[config.mk]
export PLATFORM = sky130hd
export DESIGN_NAME = spn_crypto_unit
export DESIGN_NICKNAME = d
export VERILOG_FILES = /design/src/rtl/spn_crypto_unit.sv
export SDC_FILE = /design/constraint.sdc
export NUM_CORES = 1
export LEC_CHECK = 0
export ABC_AREA = 1
export BUFFER_PORTS_ARGS = -buffer_cell sky130_fd_sc_hd__buf_2
export CORE_MARGIN = 1.5
export CORE_UTILIZATION = 40
export CTS_CLUSTER_DIAMETER = 30
export CTS_CLUSTER_SIZE = 8
export DETAILED_ROUTE_END_ITERATION = 8
export PLACE_DENSITY = 0.6
export SLEW_MARGIN = 40
export SYNTH_ARGS = -nofsm -noshare
export SYNTH_HDL_FRONTEND = slang
export SYNTH_SLANG_ARGS = --single-unit
[constraint.sdc]
create_clock -name clk -period 0.8 [get_ports clk]
set_input_delay 0.16 -clock clk [delete_from_list [all_inputs] [get_ports clk]]
set_output_delay 0.16 -clock clk [all_outputs]
set_load 0.05 [all_outputs]
[src/rtl/spn_crypto_unit.sv]
// spn_crypto_unit: 16-bit, 3-round SPN encrypt/decrypt engine with a 32-bit key and a registered result.
module spn_crypto_unit (
  input  logic        clk,
  input  logic        rst,
  input  logic [1:0]  opcode,
  input  logic [15:0] data_in,
  input  logic [31:0] symmetric_secret_key,
  output logic [15:0] data_out,
  output logic [1:0]  valid
);
  // Nibble i of each table is the substitution for input value i.
  localparam logic [63:0] S_TBL  = 64'h7095_C6A3_8BF2_1D4E;
  localparam logic [63:0] SI_TBL = 64'h502B_69D7_FAC1_843E;
  function automatic logic [15:0] sub(input logic [15:0] x, input logic [63:0] t);
    logic [15:0] y;
    for (int i = 0; i < 4; i++) y[4*i +: 4] = t[4*x[4*i +: 4] +: 4];
    return y;
  endfunction
  function automatic logic [15:0] perm(input logic [15:0] x);
    logic [15:0] y;
    for (int k = 0; k < 4; k++)
      for (int j = 0; j < 4; j++) y[4*k+j] = x[4*j+k];
    return y;
  endfunction
  logic [15:0] k0, k1, k2, e1, e2, enc, d1, d2, dec, nxt_data;
  logic [1:0]  nxt_valid;
  assign k0 = symmetric_secret_key[15:0];
  assign k1 = symmetric_secret_key[23:8];
  assign k2 = symmetric_secret_key[31:16];
  assign e1  = perm(sub(data_in ^ k0, S_TBL)) ^ k1;
  assign e2  = perm(sub(e1, S_TBL)) ^ k2;
  assign enc = sub(e2, S_TBL) ^ k0;
  assign d1  = sub(data_in ^ k0, SI_TBL) ^ k2;
  assign d2  = sub(perm(d1), SI_TBL) ^ k1;
  assign dec = sub(perm(d2), SI_TBL) ^ k0;
  // Case default also catches X/Z opcodes, which must report as an error.
  always_comb begin
    nxt_data  = data_out;
    nxt_valid = 2'b00;
    case (opcode)
      2'b00: ;
      2'b01: begin nxt_data = enc; nxt_valid = 2'b01; end
      2'b10: begin nxt_data = dec; nxt_valid = 2'b10; end
      default: begin nxt_data = 16'h0000; nxt_valid = 2'b11; end
    endcase
  end
  always_ff @(posedge clk or negedge rst)
    if (!rst) begin
      data_out <= 16'h0000;
      valid    <= 2'b00;
    end else begin
      data_out <= nxt_data;
      valid    <= nxt_valid;
    end
endmodule

==> impl_metrics.json <==
{
  "drtAntennaViolNets": 0,
  "routed_wl_um": 27070,
  "gp_congestion": 0.9609,
  "drc": 0,
  "vias": 9421,
  "path_clk_slew_ps": 60,
  "ys_seq_area_frac": 0.06298,
  "dieWidth_um": 136.7,
  "synth_top_area_share": 0.3013,
  "vias_per_cell": 5.151,
  "status": "finished, violations left",
  "critical_path_buf_inv_count": 6,
  "io_pins": 70,
  "syn-num-nets": 1448,
  "r2r-start": "data_out[11]",
  "first_pass_iters": 6,
  "synthTopCellsByArea": "nand2_1, nand3_1, ha_1",
  "max_freq_mhz": 355.9,
  "grt_max_degree": 19,
  "regToRegSetupSlack_ps": 50,
  "timing.max_cap.violations": 0,
  "grt_pass1_wl_um": 41430,
  "yosysMostFrequentCell": "nand2_1",
  "r2r-end": "data_out[11]",
  "portBuffers": 69,
  "insertedDiodeCount": 0,
  "clock-root-buffer": "clkbuf_16",
  "gr-total-overflow": 0,
  "synth_seq_cells": 18,
  "hold_viol_final": 0,
  "die_y_um": 136.7,
  "critPathMaxFanout": 5,
  "rsz0062_at_grt": "true",
  "coreArea_mm2": 0.01736,
  "path_delay_family": "simple AND/OR/NAND/NOR gates",
  "start_util": 0.4121,
  "fin_ws_ps": -2010,
  "crit_arrival_ps": 2960,
  "netlist_top_cells_count": "nand2_1, nand3_1, ha_1, inv_1, nand2_2",
  "async_flop_share": 1.000,
  "tns_ps": -33930,
  "p_leak_uw": 0.006176,
  "crit_type": "input pin to flop",
  "routedWlPerCell_um": 14.80,
  "worstHoldPathCells": 5,
  "initialDrtViolationCount": 688,
  "worst_hold_slack_ps": 299.6,
  "synth-edff-count": 0,
  "num_rows": 48,
  "slowest_stage": "ha_4",
  "clock_sinks": 18,
  "finalSetupViolations": 34,
  "grt_use_total": 0.2814,
  "critPathMostFrequentCell": "nand2_1",
  "nets": 1759,
  "hp-start": "symmetric_secret_key[4]",
  "max-vdd-ir-drop_uv": 1238,
  "clk_path_buf_depth": 2,
  "power-per-cell-area_mw_per_mm2": 1770,
  "cp.required_ps": 950,
  "violations": "negative setup slack",
  "slew_violations": 0,
  "first_global_vias": 8570,
  "syn_area_mm2": 0.007152,
  "antenna_found_initial": 0,
  "postSynthCellCount": 1294,
  "cts_tree": "yes",
  "die-area_mm2": 0.01869,
  "avgSynthCellArea_um2": 5.527,
  "drive_gt1_frac": 0.4121,
  "dp_hpwl_um": 21700,
  "end_kind": "flop",
  "clock_skew_ps": 0,
  "min_to": "data_out[4]",
  "htreeDepth": 1,
  "synthFlopType": "dfrtp_1",
  "numCtsBuffers": 3,
  "max_slew_margin": 0.7808,
  "syn2layout_area_growth_pct": 55.98,
  "fin_crit_sh": 3.512,
  "synth.distinct_cells": 30,
  "yosysTopAreaCell": "nand2_1",
  "rr_worst_depth": 3,
  "min_path_type": "input pin to flop",
  "yosys_warnings": 0,
  "cp-start-kind": "input pin",
  "clock_latency_ps": 250,
  "fin_crit_ps": 2810,
  "cpPeakStageDelay_ps": 260,
  "tightest_slew_ps": 327.2
}
[worst register-to-register path: stages, from the launching register on]
cell and delay (ps):
dfrtp_1 400, buf_4 140, nand2_1 50, nand2_1 50
[how the worst max path moves through the flow]
stage	start	end	slack [ps]	cells after the start
after floorplan	symmetric_secret_key[1]	data_out[3]	-1800	26
after global placement	symmetric_secret_key[5]	data_out[5]	-2320	27
after detailed placement	symmetric_secret_key[0]	data_out[1]	-2400	24
after CTS	symmetric_secret_key[0]	data_out[15]	-1900	24
after global routing	data_in[4]	data_out[3]	-2180	29
final	symmetric_secret_key[4]	data_out[3]	-2010	29
[repair_timing]
| item | CTS | global route |
|---|---|---|
| hold endpoints to repair | 18 | 0 |
| buffers inserted | 20 | 5 |
| hold buffers | 1 | 0 |
| endpoints found under the setup margin | 35 | 43 |
| pin swaps | 119 | 41 |
| gates resized for setup | 228 | 54 |
| cloned | 0 | 0 |
[metal layers]
layer,share of wire,global-route usage,vias to the layer above
li1,-,-,4819
met1,0.44,0.3585,4305
met2,0.48,0.4802,242
met3,0.043,0.03778,55
met4,0.038,0.1064,0
met5,0,0,-
[logic make-up after synthesis]
logic type	after synthesis	synth area share
adder cells (fa/ha/maj)	102	0.1784
AND/OR/NAND/NOR	1011	0.6491
XOR/XNOR	13	0.02222
buffers and inverters	132	0.07155
flip-flops	18	0.06298
AO/OA/AOI/OAI	18	0.01574
[metrics by stage]
step / cell area (µm²) / utilization / cells / setup WS [ps] / power [µW]
floorplan: 7525 / - / 1294 / -1804 / 10800
global placement: 9738 / 0.5611 / 1799 / -2323 / 15530
detailed placement: 9738 / 0.5611 / 1799 / -2396 / 15690
CTS: 10880 / 0.6270 / 1824 / -1904 / 18930
global route: 11160 / 0.6427 / 1829 / -2175 / 21530
finish: 11160 / 0.6427 / 1829 / -2010 / 19740
[cell usage in the layout (no fill, tap or decap), drive strengths merged]
cell type	Yosys	final
nand2	643	643
nand3	329	329
buf	6	314
inv	121	121
ha	102	102
nand3b	28	28
dfrtp	18	18
o21ai	9	9
xor2	7	7
o211ai	6	6
nor2	6	6
xnor2	6	6
clkbuf	4	5
or2	5	5
a21oi	3	3
clkinv	1	1
dlygate4sd3	0	1
[layout make-up]
cell class	instances	area, µm²
clock buffer	4	88.84
fill	1578	6201
inverter	122	498.0
multi-input combinational	1144	7366
sequential	18	450.4
tap	225	281.5
timing repair buffer	316	2471
[state kept, by name, indices dropped and copies added, names as in the netlist]
register	flops
data_out	16
valid	2
[power by group]
group	total [µW]	leakage (µW)	switching (µW)	internal, µW
clock	1120	0.0000442	361	762
combinational	17300	0.00590	10300	7040
sequential	1280	0.000229	157	1120
No activity file was read; power rests on OpenSTA's default activity.
